**src/rtl/stopwatch_pkg.sv**
```systemverilog
// Shared encodings for the stopwatch control sequencer.
package stopwatch_pkg;

  typedef enum logic [1:0] {
    ST_RUN    = 2'd0,
    ST_PAUSED = 2'd1,
    ST_ADJUST = 2'd2
  } state_t;

  localparam logic FIELD_SEC = 1'b0;
  localparam logic FIELD_MIN = 1'b1;

endpackage

```
**src/rtl/stopwatch_ctrl_if.sv**
```systemverilog
// Control bundle from the sequencer to the mod-60 min/sec counter and display.
interface stopwatch_ctrl_if;
  logic       count_en;
  logic       adj_en;
  logic       adj_sel;
  logic       counter_clr;
  logic       paused;
  logic       blink;
  logic [1:0] state;

  modport master (output count_en, adj_en, adj_sel, counter_clr, paused, blink, state);
  modport slave  (input  count_en, adj_en, adj_sel, counter_clr, paused, blink, state);
endinterface

```
**src/rtl/button_debounce.sv**
```systemverilog
// Level debouncer for an already-synchronised button; emits one press pulse per
// accepted 0->1 transition, together with the level change.
module button_debounce #(
  parameter int DEBOUNCE_CYCLES = 1000000
) (
  input  logic clk,
  input  logic rst,
  input  logic btn_in,
  output logic level,
  output logic press
);
  localparam int CW = $clog2(DEBOUNCE_CYCLES);

  logic [CW-1:0] cnt;

  // Count consecutive samples that disagree with the accepted level.
  always_ff @(posedge clk or negedge rst) begin
    if (!rst) begin
      cnt   <= '0;
      level <= 1'b0;
      press <= 1'b0;
    end else begin
      press <= 1'b0;
      if (btn_in == level) begin
        cnt <= '0;
      end else if (cnt == CW'(DEBOUNCE_CYCLES - 1)) begin
        level <= btn_in;
        press <= btn_in;
        cnt   <= '0;
      end else begin
        cnt <= cnt + CW'(1);
      end
    end
  end
endmodule

```
**src/rtl/stopwatch_ctrl.sv**
```systemverilog
// Stopwatch control sequencer: prescaler (1 Hz / 2 Hz / blink), input
// synchronisers, button debouncers and RUN/PAUSED/ADJUST FSM.
// Optional lap-hold feature enabled by defining STOPWATCH_LAP_EN.
module stopwatch_ctrl
  import stopwatch_pkg::*;
#(
  parameter int CLK_HZ          = 100000000,
  parameter int DEBOUNCE_CYCLES = 1000000
) (
  input  logic clk,
  input  logic rst,
  input  logic btn_pause,
  input  logic btn_reset,
  input  logic sw_select,
  input  logic sw_adjust,
`ifdef STOPWATCH_LAP_EN
  input  logic btn_lap,
  output logic lap_hold,
`endif
  stopwatch_ctrl_if.master bus
);
  localparam int Q  = CLK_HZ / 4;
  localparam int QW = $clog2(Q);
`ifdef STOPWATCH_LAP_EN
  localparam int NUM_BTN = 3;
`else
  localparam int NUM_BTN = 2;
`endif

  logic [NUM_BTN-1:0] raw_btn, lvl, prs;
  logic [NUM_BTN+1:0] meta, syn;
  logic               s_select, s_adjust, pause_press, rst_press;
  logic               running, q, tick1, tick2;

  state_t        state_q, state_nx;
  logic          paused_q, paused_nx;
  logic [QW-1:0] pre_q, pre_nx;
  logic [1:0]    phase_q, phase_nx;
  logic          cnt_q, cnt_nx, adj_q, adj_nx, clr_q, clr_nx;
`ifdef STOPWATCH_LAP_EN
  logic          lap_q, lap_nx, lap_press;
  assign raw_btn   = {btn_lap, btn_reset, btn_pause};
  assign lap_press = prs[2];
  assign lap_hold  = lap_q;
`else
  assign raw_btn   = {btn_reset, btn_pause};
`endif

  // Two-flop synchronisers for every raw input.
  always_ff @(posedge clk or negedge rst) begin
    if (!rst) begin
      meta <= '0;
      syn  <= '0;
    end else begin
      meta <= {sw_adjust, sw_select, raw_btn};
      syn  <= meta;
    end
  end

  for (genvar i = 0; i < NUM_BTN; i++) begin : g_db
    button_debounce #(.DEBOUNCE_CYCLES(DEBOUNCE_CYCLES)) u_db (
      .clk    (clk),
      .rst    (rst),
      .btn_in (syn[i]),
      .level  (lvl[i]),
      .press  (prs[i])
    );
  end

  // Debounced levels are not needed here; only the press pulses drive the FSM.
  logic unused_lvl;
  assign unused_lvl = ^lvl;

  assign pause_press = prs[0];
  assign rst_press   = prs[1];
  assign s_select    = syn[NUM_BTN];
  assign s_adjust    = syn[NUM_BTN+1];

  // Quarter tick; the prescaler is frozen while paused so resume keeps position.
  assign running = (state_q != ST_PAUSED);
  assign q       = running && (pre_q == QW'(Q - 1));
  assign tick2   = q && phase_q[0];
  assign tick1   = q && (phase_q == 2'd3);

  // Next-state, prescaler and pulse decode; ticks use the pre-transition state.
  always_comb begin
    state_nx  = state_q;
    paused_nx = paused_q;
    pre_nx    = pre_q;
    phase_nx  = phase_q;
    cnt_nx    = 1'b0;
    adj_nx    = 1'b0;
    clr_nx    = 1'b0;
`ifdef STOPWATCH_LAP_EN
    lap_nx    = lap_q;
`endif
    if (running) begin
      pre_nx = q ? '0 : pre_q + QW'(1);
      if (q) phase_nx = phase_q + 2'd1;
    end
    if (rst_press) begin
      // Reset press wins over pause and suppresses any coincident tick.
      clr_nx    = 1'b1;
      pre_nx    = '0;
      phase_nx  = '0;
      paused_nx = 1'b0;
      state_nx  = s_adjust ? ST_ADJUST : ST_RUN;
    end else begin
      case (state_q)
        ST_RUN: begin
          cnt_nx = tick1;
          if (pause_press) begin
            state_nx  = ST_PAUSED;
            paused_nx = 1'b1;
          end else if (s_adjust) begin
            state_nx = ST_ADJUST;
          end
`ifdef STOPWATCH_LAP_EN
          if (lap_press) lap_nx = ~lap_q;
`endif
        end
        ST_PAUSED: begin
          if (pause_press) begin
            state_nx  = ST_RUN;
            paused_nx = 1'b0;
          end else if (s_adjust) begin
            state_nx = ST_ADJUST;
          end
        end
        ST_ADJUST: begin
          adj_nx = tick2;
          if (pause_press) paused_nx = ~paused_q;
          if (!s_adjust) state_nx = paused_nx ? ST_PAUSED : ST_RUN;
        end
        default: state_nx = ST_RUN;
      endcase
    end
`ifdef STOPWATCH_LAP_EN
    if (rst_press || state_nx != ST_RUN) lap_nx = 1'b0;
`endif
  end

  // State, prescaler and registered pulse outputs.
  always_ff @(posedge clk or negedge rst) begin
    if (!rst) begin
      state_q  <= ST_RUN;
      paused_q <= 1'b0;
      pre_q    <= '0;
      phase_q  <= '0;
      cnt_q    <= 1'b0;
      adj_q    <= 1'b0;
      clr_q    <= 1'b0;
`ifdef STOPWATCH_LAP_EN
      lap_q    <= 1'b0;
`endif
    end else begin
      state_q  <= state_nx;
      paused_q <= paused_nx;
      pre_q    <= pre_nx;
      phase_q  <= phase_nx;
      cnt_q    <= cnt_nx;
      adj_q    <= adj_nx;
      clr_q    <= clr_nx;
`ifdef STOPWATCH_LAP_EN
      lap_q    <= lap_nx;
`endif
    end
  end

  assign bus.count_en    = cnt_q;
  assign bus.adj_en      = adj_q;
  assign bus.counter_clr = clr_q;
  assign bus.paused      = paused_q;
  assign bus.state       = state_q;
  assign bus.adj_sel     = s_select;
  assign bus.blink       = (state_q == ST_ADJUST) && phase_q[1];
endmodule

```
**src/flat_wrapper.sv**
```systemverilog
// flat-port wrapper written by rule: the top's interface ports become plain ports
module stopwatch_ctrl_flat import stopwatch_pkg::*;
#(
  parameter int CLK_HZ          = 100000000,
  parameter int DEBOUNCE_CYCLES = 1000000
)
  (clk, rst, btn_pause, btn_reset, sw_select, sw_adjust, bus_count_en, bus_adj_en, bus_adj_sel, bus_counter_clr, bus_paused, bus_blink, bus_state);
  stopwatch_ctrl_if bus_i ();
  input  logic clk;
  input  logic rst;
  input  logic btn_pause;
  input  logic btn_reset;
  input  logic sw_select;
  input  logic sw_adjust;
  output wire logic [$bits(bus_i.count_en)-1:0] bus_count_en;
  output wire logic [$bits(bus_i.adj_en)-1:0] bus_adj_en;
  output wire logic [$bits(bus_i.adj_sel)-1:0] bus_adj_sel;
  output wire logic [$bits(bus_i.counter_clr)-1:0] bus_counter_clr;
  output wire logic [$bits(bus_i.paused)-1:0] bus_paused;
  output wire logic [$bits(bus_i.blink)-1:0] bus_blink;
  output wire logic [$bits(bus_i.state)-1:0] bus_state;
  assign bus_count_en = bus_i.count_en;
  assign bus_adj_en = bus_i.adj_en;
  assign bus_adj_sel = bus_i.adj_sel;
  assign bus_counter_clr = bus_i.counter_clr;
  assign bus_paused = bus_i.paused;
  assign bus_blink = bus_i.blink;
  assign bus_state = bus_i.state;
  stopwatch_ctrl #(.CLK_HZ(CLK_HZ), .DEBOUNCE_CYCLES(DEBOUNCE_CYCLES)) u_core (.clk(clk), .rst(rst), .btn_pause(btn_pause), .btn_reset(btn_reset), .sw_select(sw_select), .sw_adjust(sw_adjust), .bus(bus_i));
endmodule
```
**config.mk**
```make
export PLATFORM = sky130hd
export DESIGN_NAME = stopwatch_ctrl_flat
export DESIGN_NICKNAME = d
export VERILOG_FILES = /design/src/rtl/stopwatch_pkg.sv /design/src/rtl/stopwatch_ctrl_if.sv /design/src/rtl/button_debounce.sv /design/src/rtl/stopwatch_ctrl.sv /design/src/flat_wrapper.sv
export SDC_FILE = /design/constraint.sdc
export NUM_CORES = 1
export LEC_CHECK = 0
export CELL_PAD_IN_SITES_DETAIL_PLACEMENT = 0
export CELL_PAD_IN_SITES_GLOBAL_PLACEMENT = 2
export CORE_MARGIN = 1
export CORE_UTILIZATION = 39
export CTS_BUF_LIST = sky130_fd_sc_hd__clkbuf_4
export CTS_CLUSTER_SIZE = 12
export DETAILED_ROUTE_END_ITERATION = 6
export DONT_BUFFER_PORTS = 1
export GPL_TIMING_DRIVEN = 0
export PLACE_DENSITY_LB_ADDON = 0.1
export REMOVE_ABC_BUFFERS = 1
export SLEW_MARGIN = 25
export SYNTH_ARGS = -nofsm -noshare
export SYNTH_HDL_FRONTEND = slang
export SYNTH_SLANG_ARGS = --single-unit
export TNS_END_PERCENT = 20
```
**constraint.sdc**
```tcl
create_clock -name clk -period 1.9 [get_ports clk]
set_input_delay 0.19 -clock clk [delete_from_list [all_inputs] [get_ports clk]]
set_output_delay 0.19 -clock clk [all_outputs]
set_load 0.005 [all_outputs]
```
## After elaboration in Yosys (flattened, before gate mapping)

Cells that the tools add are included.
Widths: inputs -> output; s select.

- Reduce and logical (&&, ||, !) cells: 12
- Muxes and demuxes: 34
- Eq/ne operators: 12
- Bitwise operators: 3
- Add/sub/neg operators: 4

Operator list:

| operator | count |
|---|---|
| $mux 20 | 4 |
| $mux 25 | 3 |
| $add 20x1->20 const B | 2 |
| $eq 20x20->1 const B | 2 |
| $add 25x1->25 const B | 1 |
| $eq 25x25->1 const B | 1 |
| $mux 2 | 9 |
| $mux 1 | 16 |
| $ne 3x3->1 const B | 3 |
| $pmux 2 s3 | 1 |
| $reduce_and 2->1 | 3 |
| $eq 2x2->1 const B | 2 |
| $logic_and 1x1->1 | 4 |
| $reduce_bool 2->1 | 2 |
| $reduce_bool 4->1 | 1 |
| $not 1->1 | 3 |
| $pmux 1 s3 | 1 |
| $reduce_and 3->1 | 1 |
| $add 2x1->2 const B | 1 |
| $eq 1x1->1 | 2 |
| $eq 2x1->1 const B | 1 |
| $logic_not 2->1 | 1 |
| $ne 2x1->1 const B | 1 |

- Flip-flop bits (word level): 85
- Logic and storage cells: 80

## Logic depth before layout (Yosys ltp)

Gate-level depths: netlist of the first run.

- Word-level depth: 8
- Depth in mapped cells: 8
- Mapped depth without buffers: 6

## Hierarchy

A second synthesis of the first run with hierarchy kept.

- Cells, all modules: 446
- Area, all modules: 4290.4 µm²

By module, submodules not included:

| module | instances | seq. area each (µm²) | area each (µm²) | cells each |
|---|---|---|---|---|
| button_debounce | 2 | 550.5 | 1086.0 | 114 |
| stopwatch_ctrl | 1 | 1026.0 | 2118.3 | 218 |

## Worst setup path after synthesis of the first run

Ideal clock, no wire load.

- Path type: register -> register
- From: register u_core.pre_q[8]
- To: register u_core.phase_q[0]
- Data required time: 1.771 ns
- Setup slack: 0.022 ns
- Stages on the path, launching flop included: 7
- Library setup time: 0.129 ns
- Arrival time: 1.748 ns
- Period minus slack after synthesis: 1.878 ns
- Cell sequence: dfrtp_1 > or4b_4 > nor4_4 > nand3_2 > buf_6 > xor2_1 > nor2_2

- Longest elaborated chain between the ends: 4

RTL lines:

| item | RTL line | RTL |
|---|---|---|
| start, declared | stopwatch_ctrl.sv:37 | `logic [QW-1:0] pre_q, pre_nx;` |
| start signal, assigned | stopwatch_ctrl.sv:159 | `pre_q <= pre_nx;` |
| $eq 25x25->1 | stopwatch_ctrl.sv:81 | `assign q = running && (pre_q == QW'(Q - 1));` |
| $logic_and 1x1->1 | stopwatch_ctrl.sv:81 |  |
| $reduce_bool 2->1 (no line) | -- |  |
| $reduce_and 2->1 (no line) | -- |  |
| end signal, assigned | stopwatch_ctrl.sv:160 | `phase_q <= phase_nx;` |
| end, declared | stopwatch_ctrl.sv:38 | `logic [1:0] phase_q, phase_nx;` |

Every way passes these cells.
A chain may end at the register's enable or synchronous reset.

## Final worst setup path of the first run

- From: register u_core.pre_q[23]
- To: register u_core.pre_q[22]

- Longest elaborated chain between the ends: 5

RTL lines:

| item | RTL line | RTL |
|---|---|---|
| $eq 25x25->1 | stopwatch_ctrl.sv:81 |  |
| $logic_and 1x1->1 | stopwatch_ctrl.sv:81 |  |
| $mux 25 | stopwatch_ctrl.sv:98 | `pre_nx = q ? '0 : pre_q + QW'(1);` |
| $mux 25 | stopwatch_ctrl.sv:97 | `if (running) begin` |
| $mux 25 | stopwatch_ctrl.sv:101 | `if (rst_press) begin` |

Every way passes these cells. The select of a mux whose other input is x is not followed.

==> results of run 1 <==
worst max-delay path: stages (launching register included):
cell                       delay [ns]
sky130_fd_sc_hd__dfrtp_1         0.44
sky130_fd_sc_hd__or4b_4          0.54
sky130_fd_sc_hd__nor4_4          0.28
sky130_fd_sc_hd__nand3_4         0.15
sky130_fd_sc_hd__buf_12          0.17
sky130_fd_sc_hd__nand4_1         0.11
sky130_fd_sc_hd__o311ai_2        0.11
registers in the layout, summed over array words and instances (netlist names), 2 cells and up:
register and cells:
u_core.g_db.u_db.cnt 40, u_core.pre_q 25, u_core.meta 4, u_core.syn 4
u_core.bus.state 2, u_core.g_db.u_db.level 2, u_core.g_db.u_db.press 2, u_core.phase_q 2
cells by family (layout without fill, tap and decap cells):
family,count (synthesis),count (layout),share of synthesized area [%]
xor+xnor,54,54,11.63
mux,5,5,1.323
fa+ha+maj,4,4,1.231
simple gates,218,221,28.83
buf+inv,15,43,1.815
compound gates,18,18,2.862
flops,85,85,52.31
layout by cell type, fill, tap and decap left out, types with 5 or more instances in the layout:
cell type	count
sky130_fd_sc_hd__a21oi_1	7
sky130_fd_sc_hd__and3_1	9
sky130_fd_sc_hd__buf_4	16
sky130_fd_sc_hd__clkbuf_4	10
sky130_fd_sc_hd__dfrtp_1	78
sky130_fd_sc_hd__dfrtp_2	6
sky130_fd_sc_hd__inv_1	5
sky130_fd_sc_hd__nand2_1	37
sky130_fd_sc_hd__nand3_1	24
sky130_fd_sc_hd__nand4_1	21
sky130_fd_sc_hd__nor2_1	73
sky130_fd_sc_hd__nor4_4	6
sky130_fd_sc_hd__xnor2_1	15
sky130_fd_sc_hd__xor2_1	38
routing by layer:
metal | vias up | global-route usage (%)
met2 | 24 | 25.00
met4 | 0 | 5.816
met3 | 9 | 4.261
met1 | 1428 | 22.44
met5 | - | 0
li1 | 1434 | -
how the worst min path moves through the flow:
stage	depth (start not counted)	slack, ns	start	end
finish	0	-0.59	rst	u_core.pre_q[19]
global route	0	-0.64	rst	u_core.pre_q[2]
CTS	0	-0.63	rst	u_core.pre_q[19]
detailed placement	0	-0.10	rst	u_core.pre_q[13]
global placement	0	-0.10	rst	u_core.pre_q[14]
floorplan	0	-0.11	rst	u_core.bus.adj_en
where the power goes:
| group | internal [W] | total [W] | switching (W) | leakage [nW] |
|---|---|---|---|---|
| registers | 0.00183 | 0.00185 | 0.0000214 | 1.14 |
| clock network | 0.000813 | 0.00147 | 0.000661 | 0.103 |
| logic | 0.0000223 | 0.0000487 | 0.0000263 | 0.756 |
| total | 0.00266 | 0.00337 | 0.000708 | 1.99 |
timing repair:
action	CTS	global route
buffers inserted	9	8
cloned	1	3
gates resized for setup	24	16
endpoints found under the hold margin	89	85
pin swaps	9	11
setup endpoints to repair	66	67
per-stage QoR:
| step | setup WS (ns) | instance area (um^2) | power (W) | hold slack [ns] |
|---|---|---|---|---|
| after detailed placement | -0.6912 | 4178 | 0.001918 | -0.1032 |
| after CTS | -0.008167 | 4623 | 0.003416 | -0.6297 |
| after global placement | -0.6696 | 4178 | 0.001917 | -0.1035 |
| after floorplan | -0.1339 | 4011 | 0.001905 | -0.1056 |
| after global routing | -0.08251 | 4807 | 0.003500 | -0.6431 |
| final | 0.009584 | 4807 | 0.003372 | -0.5938 |
area by class of cell:
cell class / instances / area (um^2) / share of cell area, %
clock buffers: 10 / 75.07 / 1.562
clock inverters: 6 / 135.1 / 2.811
inverters: 5 / 18.77 / 0.3904
multi-input cells: 302 / 2068 / 43.02
flip-flops and latches: 85 / 2138 / 44.48
well taps: 133 / 166.4 / 3.462
repair buffers: 22 / 205.2 / 4.269
==> results.txt, run 1 <==
The flow ran to the end, but the final reports show violations. The final reports fail on negative hold slack. The worst path in the final design needs a cycle of 1.890 ns, including I/O delays and setup. STA puts the critical path data arrival time at 2.24 ns. The tightest min-delay check is of the in2async type. By area the synthesized netlist is led by sky130_fd_sc_hd__dfrtp_1 (52%), sky130_fd_sc_hd__xor2_1 (8.4%), sky130_fd_sc_hd__nor2_1 (6.7%), sky130_fd_sc_hd__nand2_1 (3.6%), sky130_fd_sc_hd__nand4_1 (3.2%). Clock latency on the worst-skew pair, taken at its later pin, is 0.45 ns. The average cell area after synthesis came out at 10.19 um^2.

The run gives 4.201 mm as the routed length on met1. Timing endpoint of the critical path: u_core.pre_q[22]. For the worst flop-to-flop path, the logic depth is 6. Derived from the worst setup path, the maximum achievable clock frequency is 529.0 MHz. The most repeated cell in the gate-level netlist after synthesis was sky130_fd_sc_hd__dfrtp_1. The share of layout cells above drive strength 1 was 18.37%; the number of flip-flops and latches in the synthesized netlist was 85. Setup repair after global routing could not meet its margin everywhere. Setup violations remaining at the end of the flow were counted as 0. The fraction of synthesis flops using an asynchronous set or reset pin is 100.0%. The longest clock path from root to sink contains 2 buffers. The total wire length is 8.376 mm, and the die boundary height is 104.1 um. In this run, the number of DRC markers left after iteration 0 of detailed routing was 100. The worst setup path is launched from a register.

The reported leakage power was 1.995 nW. After detailed routing, the met3 layer carries 197 um of wire. The tools report the final design utilization as 48.29%.

The average via count per standard cell is 5.142, and the data required time at the worst endpoint is 2.25 ns. From left edge to right edge, the die measures 104.1 um. The tools report the accumulated negative setup slack as 0 ns. For the overall fraction of global-route tracks in use, the log shows 16.38%.

The number of antenna diodes in the final layout is 0. From synthesis to final layout, the design area changed by 18.22%. The count of final hold-check violations is 85, and the first-pass iteration count of the detailed router is 4. The number of H-tree branching levels was 3; the clock input transition at the sequential cells of the worst setup and hold paths was 0.15 ns.

The filler cell count in the final layout was 941. The worst hold margin is -0.5938 ns, and the number of maximum-capacitance violations is 0. In this run the power density over the cells is 701.6 mW/mm^2. Reg-to-reg startpoint: u_core.pre_q[23]. The number of different library cells used by synthesis comes to 49. The cell sitting at the root of the clock tree is a sky130_fd_sc_hd__clkbuf_4. CTS saw 85 sinks. The met2 wirelength from detailed routing was 3.851 mm; the half-perimeter wire length of the detailed placement result was 4.944 mm. The endpoint identified for the worst register-to-register timing path is u_core.pre_q[22].

The commonest register cell after synthesis was sky130_fd_sc_hd__dfrtp_1. Full die area: 0.01084 mm^2. Sequential cell area fraction in the yosys report: 52.31%. Clock tree synthesis inserted a total of 9 buffers. For the final worst clock skew, the log shows 0.02373 ns. The run gives 14 as the number of placed I/O pins. Counting flops with a built-in enable in the synthesized netlist gives 0. The DRC violation count after routing was 0; the detail-routed net length per standard cell was 14.88 um. For this block, the via count after detailed routing is 2,895. The final cycle utilization of the critical path is 99.50%, and the count of nets left with antenna violations after detail routing is 0.

Uppermost layer routed: met4. The tools report the routability congestion estimate as 0.7493. The mapped netlist covers 0.004066 mm^2. In the final design database the tool counted 435 nets. At the pin with the least slew margin, the transition time is 0.5774 ns. Synthesis handed over a netlist of 399 instances. The run gives 0 as the number of antenna violations at the first check in global routing. The number of standard cells in the final layout excluding fillers is 563. The tools report the yosys synthesis warning count as 0. The endpoint class of the critical path was a register. The starting utilization of the core area is 40.85%. The critical path starts at u_core.pre_q[23]. The critical path class is reg2reg. The logs give 61.19% for the worst relative slew slack and 0.009955 mm^2 for the core outline area. For this run the aggregate overflow at the end of global routing stands at 0. Of all cell types, the one taking the most synthesized area is sky130_fd_sc_hd__dfrtp_1. In this run the core area contains 36 standard-cell rows. In this run the worst path has a maximum fanout of 6.

For the number of buffers inserted by hold repair at cts, the log shows 4. The number of pins exceeding their max-slew limit in the final report was 0. The worst-case IR drop observed on VDD is 306.8 uV. For the number of instances in the placed design, the log shows 522. The synthesized design devotes to its leading area cell type 52.31% of total area. The run gives 86 as the pin count of the biggest net entering global routing. The first global-routing pass estimated 14.06 mm of wire. The number of global-route vias before repair was 2,832; the worst-case register-to-register setup slack was 0.01 ns. During placement, the flow inserted port buffers numbering 0. In the synthesized netlist, the cells that appear most often are sky130_fd_sc_hd__dfrtp_1 (85), sky130_fd_sc_hd__nor2_1 (73), sky130_fd_sc_hd__nand2_1 (39), sky130_fd_sc_hd__xor2_1 (39), sky130_fd_sc_hd__nand3_1 (24). TritonCTS built the clock tree.
Note: power is estimated with default switching activity, not from simulation.
==> inputs of run 2 (changes only) <==
--- a/config.mk
+++ b/config.mk
@@ -15,7 +15,6 @@
 export DONT_BUFFER_PORTS = 1
 export GPL_TIMING_DRIVEN = 0
 export PLACE_DENSITY_LB_ADDON = 0.1
-export REMOVE_ABC_BUFFERS = 1
 export SLEW_MARGIN = 25
 export SYNTH_ARGS = -nofsm -noshare
 export SYNTH_HDL_FRONTEND = slang
==> results.txt, run 2 (same netlist as run 1, synthesis figures left out) <==
The flow ran to the end, but the final reports show violations. The final reports fail on negative hold slack. The number of flip-flops under the largest register name came out at 40 (unchanged). The run gives 5.128 mm (+3.7%) as the half-perimeter wire length of the detailed placement result. Final design utilization: 48.15% (-0.14 points).

The horizontal die dimension was 104.1 um (unchanged); the share of layout cells above drive strength 1 was 17.43% (-0.94 points). The cell-internal power is 0.002388 W (-10%). The number of pins exceeding their max-slew limit in the final report is 0 (unchanged).

The number of global-route vias before repair came out at 2,899 (+2.4%). The logs give 0 (unchanged) for the count of nets left with antenna violations after detail routing and 0 (unchanged) for the number of maximum-capacitance violations. The final-report setup violation count was 0 (unchanged). The endpoint class of the critical path was a register. The arrival time at the worst endpoint was 2.20 ns (-0.04 ns); the reported leakage power was 2.019 nW (+1.2%).

The tools report the overall overflow remaining after global route as 0 (unchanged). The number of H-tree branching levels came out at 3 (unchanged). The cell area power density is 638.9 mW/mm^2 (-8.9%), and the worst relative slew slack is 65.75% (+4.6 points). The logs give 0.42 ns (-0.03 ns) for the source-to-sink clock delay at the later pin of the worst-skew pair and 2,915 (+0.69%) for the number of vias after detailed routing.

The overall fraction of global-route tracks in use was 16.31% (-0.066 points); the critical path's largest stage delay was 0.43 ns (-0.11 ns). The logs give 85 (unchanged) for the number of sinks handled by clock tree synthesis and 85 (unchanged) for the count of final hold-check violations. The number of placed I/O pins was 14 (unchanged). For the starting utilization of the core area, the log shows 40.85% (unchanged). TritonCTS built the clock tree.

The die boundary height came out at 104.1 um (unchanged). The global-route wire length before repair was 14.26 mm (+1.4%); the total number of nets in the final design was 442 (+1.6%). The run gives 0 (unchanged) as the number of antenna violations at the first check in global routing. The full die area came out at 0.01084 mm^2 (unchanged). The final instance area was 0.004793 mm^2 (-0.29%).

Most common library cell in the layout ignoring fill and taps: sky130_fd_sc_hd__dfrtp_1. The run gives 0 ns (unchanged) as the accumulated negative setup slack. The number of buffers inserted by hold repair at cts came out at 4 (unchanged). The worst setup path is launched from a register. The routability congestion estimate is 0.7339 (-2.1%).

For the total clock buffers created by CTS, the log shows 9 (unchanged). The part of the total power dissipated in the clock network was 37.7% (-6.0 points). The run gives 530.6 MHz (+0.31%) as the highest attainable clock frequency. The global routing usage on met1 is 22.16% (-0.27 points), and the global routing met3 resource utilization is 4.135% (-0.13 points). In the layout the commonest cells are sky130_fd_sc_hd__dfrtp_1 (83), sky130_fd_sc_hd__nor2_1 (72), sky130_fd_sc_hd__xor2_1 (38). The number of buffers between clock root and the deepest sink is 2 (unchanged). The worst setup path is of the reg2reg kind. The tools report the number of design-rule violations left by the first detailed-router iteration as 103 (+3.0%).

The synthesis-to-finish area growth was 17.88%. The final cycle utilization of the critical path is 99.19% (-0.30 points), and the final worst clock skew is 0.02160 ns (-0.002128 ns). met2 is the most crowded layer. For the number of standard cells in the final layout excluding fillers, the log shows 569 (+1.1%). The number of port buffers was 0 (unchanged).

For the total wire length, the log shows 8.165 mm (-2.5%). Net switching fraction of the power: 22.03% (+1.0 points). For the area of placed instances, the log shows 0.004233 mm^2 (+1.3%). The tools report the number of antenna repair diodes as 0 (unchanged). The total net switching power was 0.0006747 W (-4.7%). The kind of cell with the highest combined delay along the critical path is simple AND/OR/NAND/NOR gates.

The clock input transition at the sequential cells of the worst setup and hold paths is 0.15 ns (about the same). The detail-routed net length per standard cell came out at 14.35 um (-3.5%). The root cell of the clock tree is sky130_fd_sc_hd__clkbuf_4.

The critical path goes through ha_4 -> nand4_1 -> or2_4 -> nand4b_1 -> buf_4 -> mux2_2. The number of placement rows is 36 (unchanged). The run gives 409 as the synthesized netlist net count. The largest registers in the layout are u_core.g_db.u_db.cnt: 40 flops, u_core.pre_q: 25 flops. Counting flops per register, the top entry is u_core.g_db.u_db.cnt. The final critical delay including setup and external delays is 1.885 ns (-0.005791 ns). For the worst ir drop on vdd, the log shows 348.9 uV (+14%). Setup repair after global routing could not meet its margin everywhere. The average via count per standard cell works out to 5.123 (-0.37%).

The maximum fanout along the worst path is 3 (-3), and the data required time at the worst endpoint is 2.22 ns (-0.03 ns). The slowest library cell on the worst path was sky130_fd_sc_hd__dfrtp_1. The part of the power in combinational logic came out at 2.1% (+0.7 points). DRC violation count after routing: 0 (unchanged). The worst hold margin came out at -0.5647 ns (+0.02914 ns). The number of instances in the placed design is 532 (+1.9%), and the measured slew at the worst slew-check pin is 0.5099 ns (-0.06749 ns). The total buffers and inverters traversed by the critical path is 1 (unchanged), and the pin count of the biggest net entering global routing is 86 (unchanged). Routing usage on met2: 26.10% (+1.1 points). The core outline area was 0.009955 mm^2 (unchanged). The worst min-delay path class was in2async.

The logs give 4 (unchanged) for the first-pass iteration count of the detailed router and 60.3% (+5.4 points) for the sequential group share of total power.
## run 2: cell types whose count changed in the layout (fill, tap and decap cells not counted), moves of 2 or more
cell / delta
sky130_fd_sc_hd__buf_2: +2
sky130_fd_sc_hd__clkbuf_4: +2
sky130_fd_sc_hd__dfrtp_1: +5
sky130_fd_sc_hd__bufinv_16: -2
sky130_fd_sc_hd__dfrtp_2: -4
sky130_fd_sc_hd__clkinv_4: +2
sky130_fd_sc_hd__buf_8: +2
## run 2: power by group through the flow
stage                     clock [W]  sequential, W  combinational (W)
final                       0.00115        0.00185          0.0000632
after global routing        0.00128        0.00185          0.0000716
after CTS                   0.00122        0.00184          0.0000568
after detailed placement          0        0.00188          0.0000406
after global placement            0        0.00188          0.0000409
after floorplan                   0        0.00188          0.0000318
## run 2: what timing repair did
item	4_1_cts	5_1_grt
gates cloned	0	2
endpoints found under the setup margin	56	53
endpoints found under the hold margin	89	85
pin swaps	9	12
setup buffers	8	8
resized for setup	19	23
## run 2: metal layers
layer,wire length (um),up-vias,share of wire (%)
li1,-,1451,-
met5,0,-,0
met4,96,0,1.2
met1,4123,1427,50
met2,3744,29,46
met3,201,8,2.5
## run 2: cell type report
| class | instances | area, um^2 |
|---|---|---|
| Inverter | 5 | 18.77 |
| Timing Repair Buffer | 22 | 214.0 |
| Multi-Input combinational cell | 299 | 2029 |
| Clock inverter | 6 | 88.84 |
| Clock buffer | 9 | 67.56 |
| Tap cell | 133 | 166.4 |
| Fill cell | 940 | 5161 |
| Sequential cell | 85 | 2130 |
| Buffer | 10 | 78.83 |
## run 2: metrics by stage
| step | setup slack [ns] | total power, W |
|---|---|---|
| after floorplan | 0.02242 | 0.001908 |
| after global placement | -0.3646 | 0.001919 |
| after detailed placement | -0.3389 | 0.001919 |
| after CTS | -0.04879 | 0.003122 |
| after global routing | -0.1007 | 0.003205 |
| final | 0.01537 | 0.003062 |
## run 2: final timing paths
check                                      startpoint                         end  slack (ns)  cells past startpoint
max                        u_core.g_db[0].u_db.cnt[1]   u_core.g_db[0].u_db.level        0.02                      6
min                                               rst            u_core.pre_q[20]       -0.56                      0
max reg2reg                u_core.g_db[0].u_db.cnt[1]   u_core.g_db[0].u_db.level        0.02                      6
min reg2reg                            u_core.meta[3]               u_core.syn[3]        0.36                      0
max in group asynchronous                         rst  u_core.g_db[1].u_db.cnt[1]        2.33                      0
min in group clk                            sw_adjust              u_core.meta[3]        0.32                      1
## run 2: worst reg2reg max path: cells and delay by family (launching register included)
kind / cells / cell delay [ns]
DFF: 1 / 0.43
and+or+nand+nor: 3 / 0.73
buffers and inverters: 1 / 0.22
adders and majority gates: 1 / 0.16
muxes: 1 / 0.26
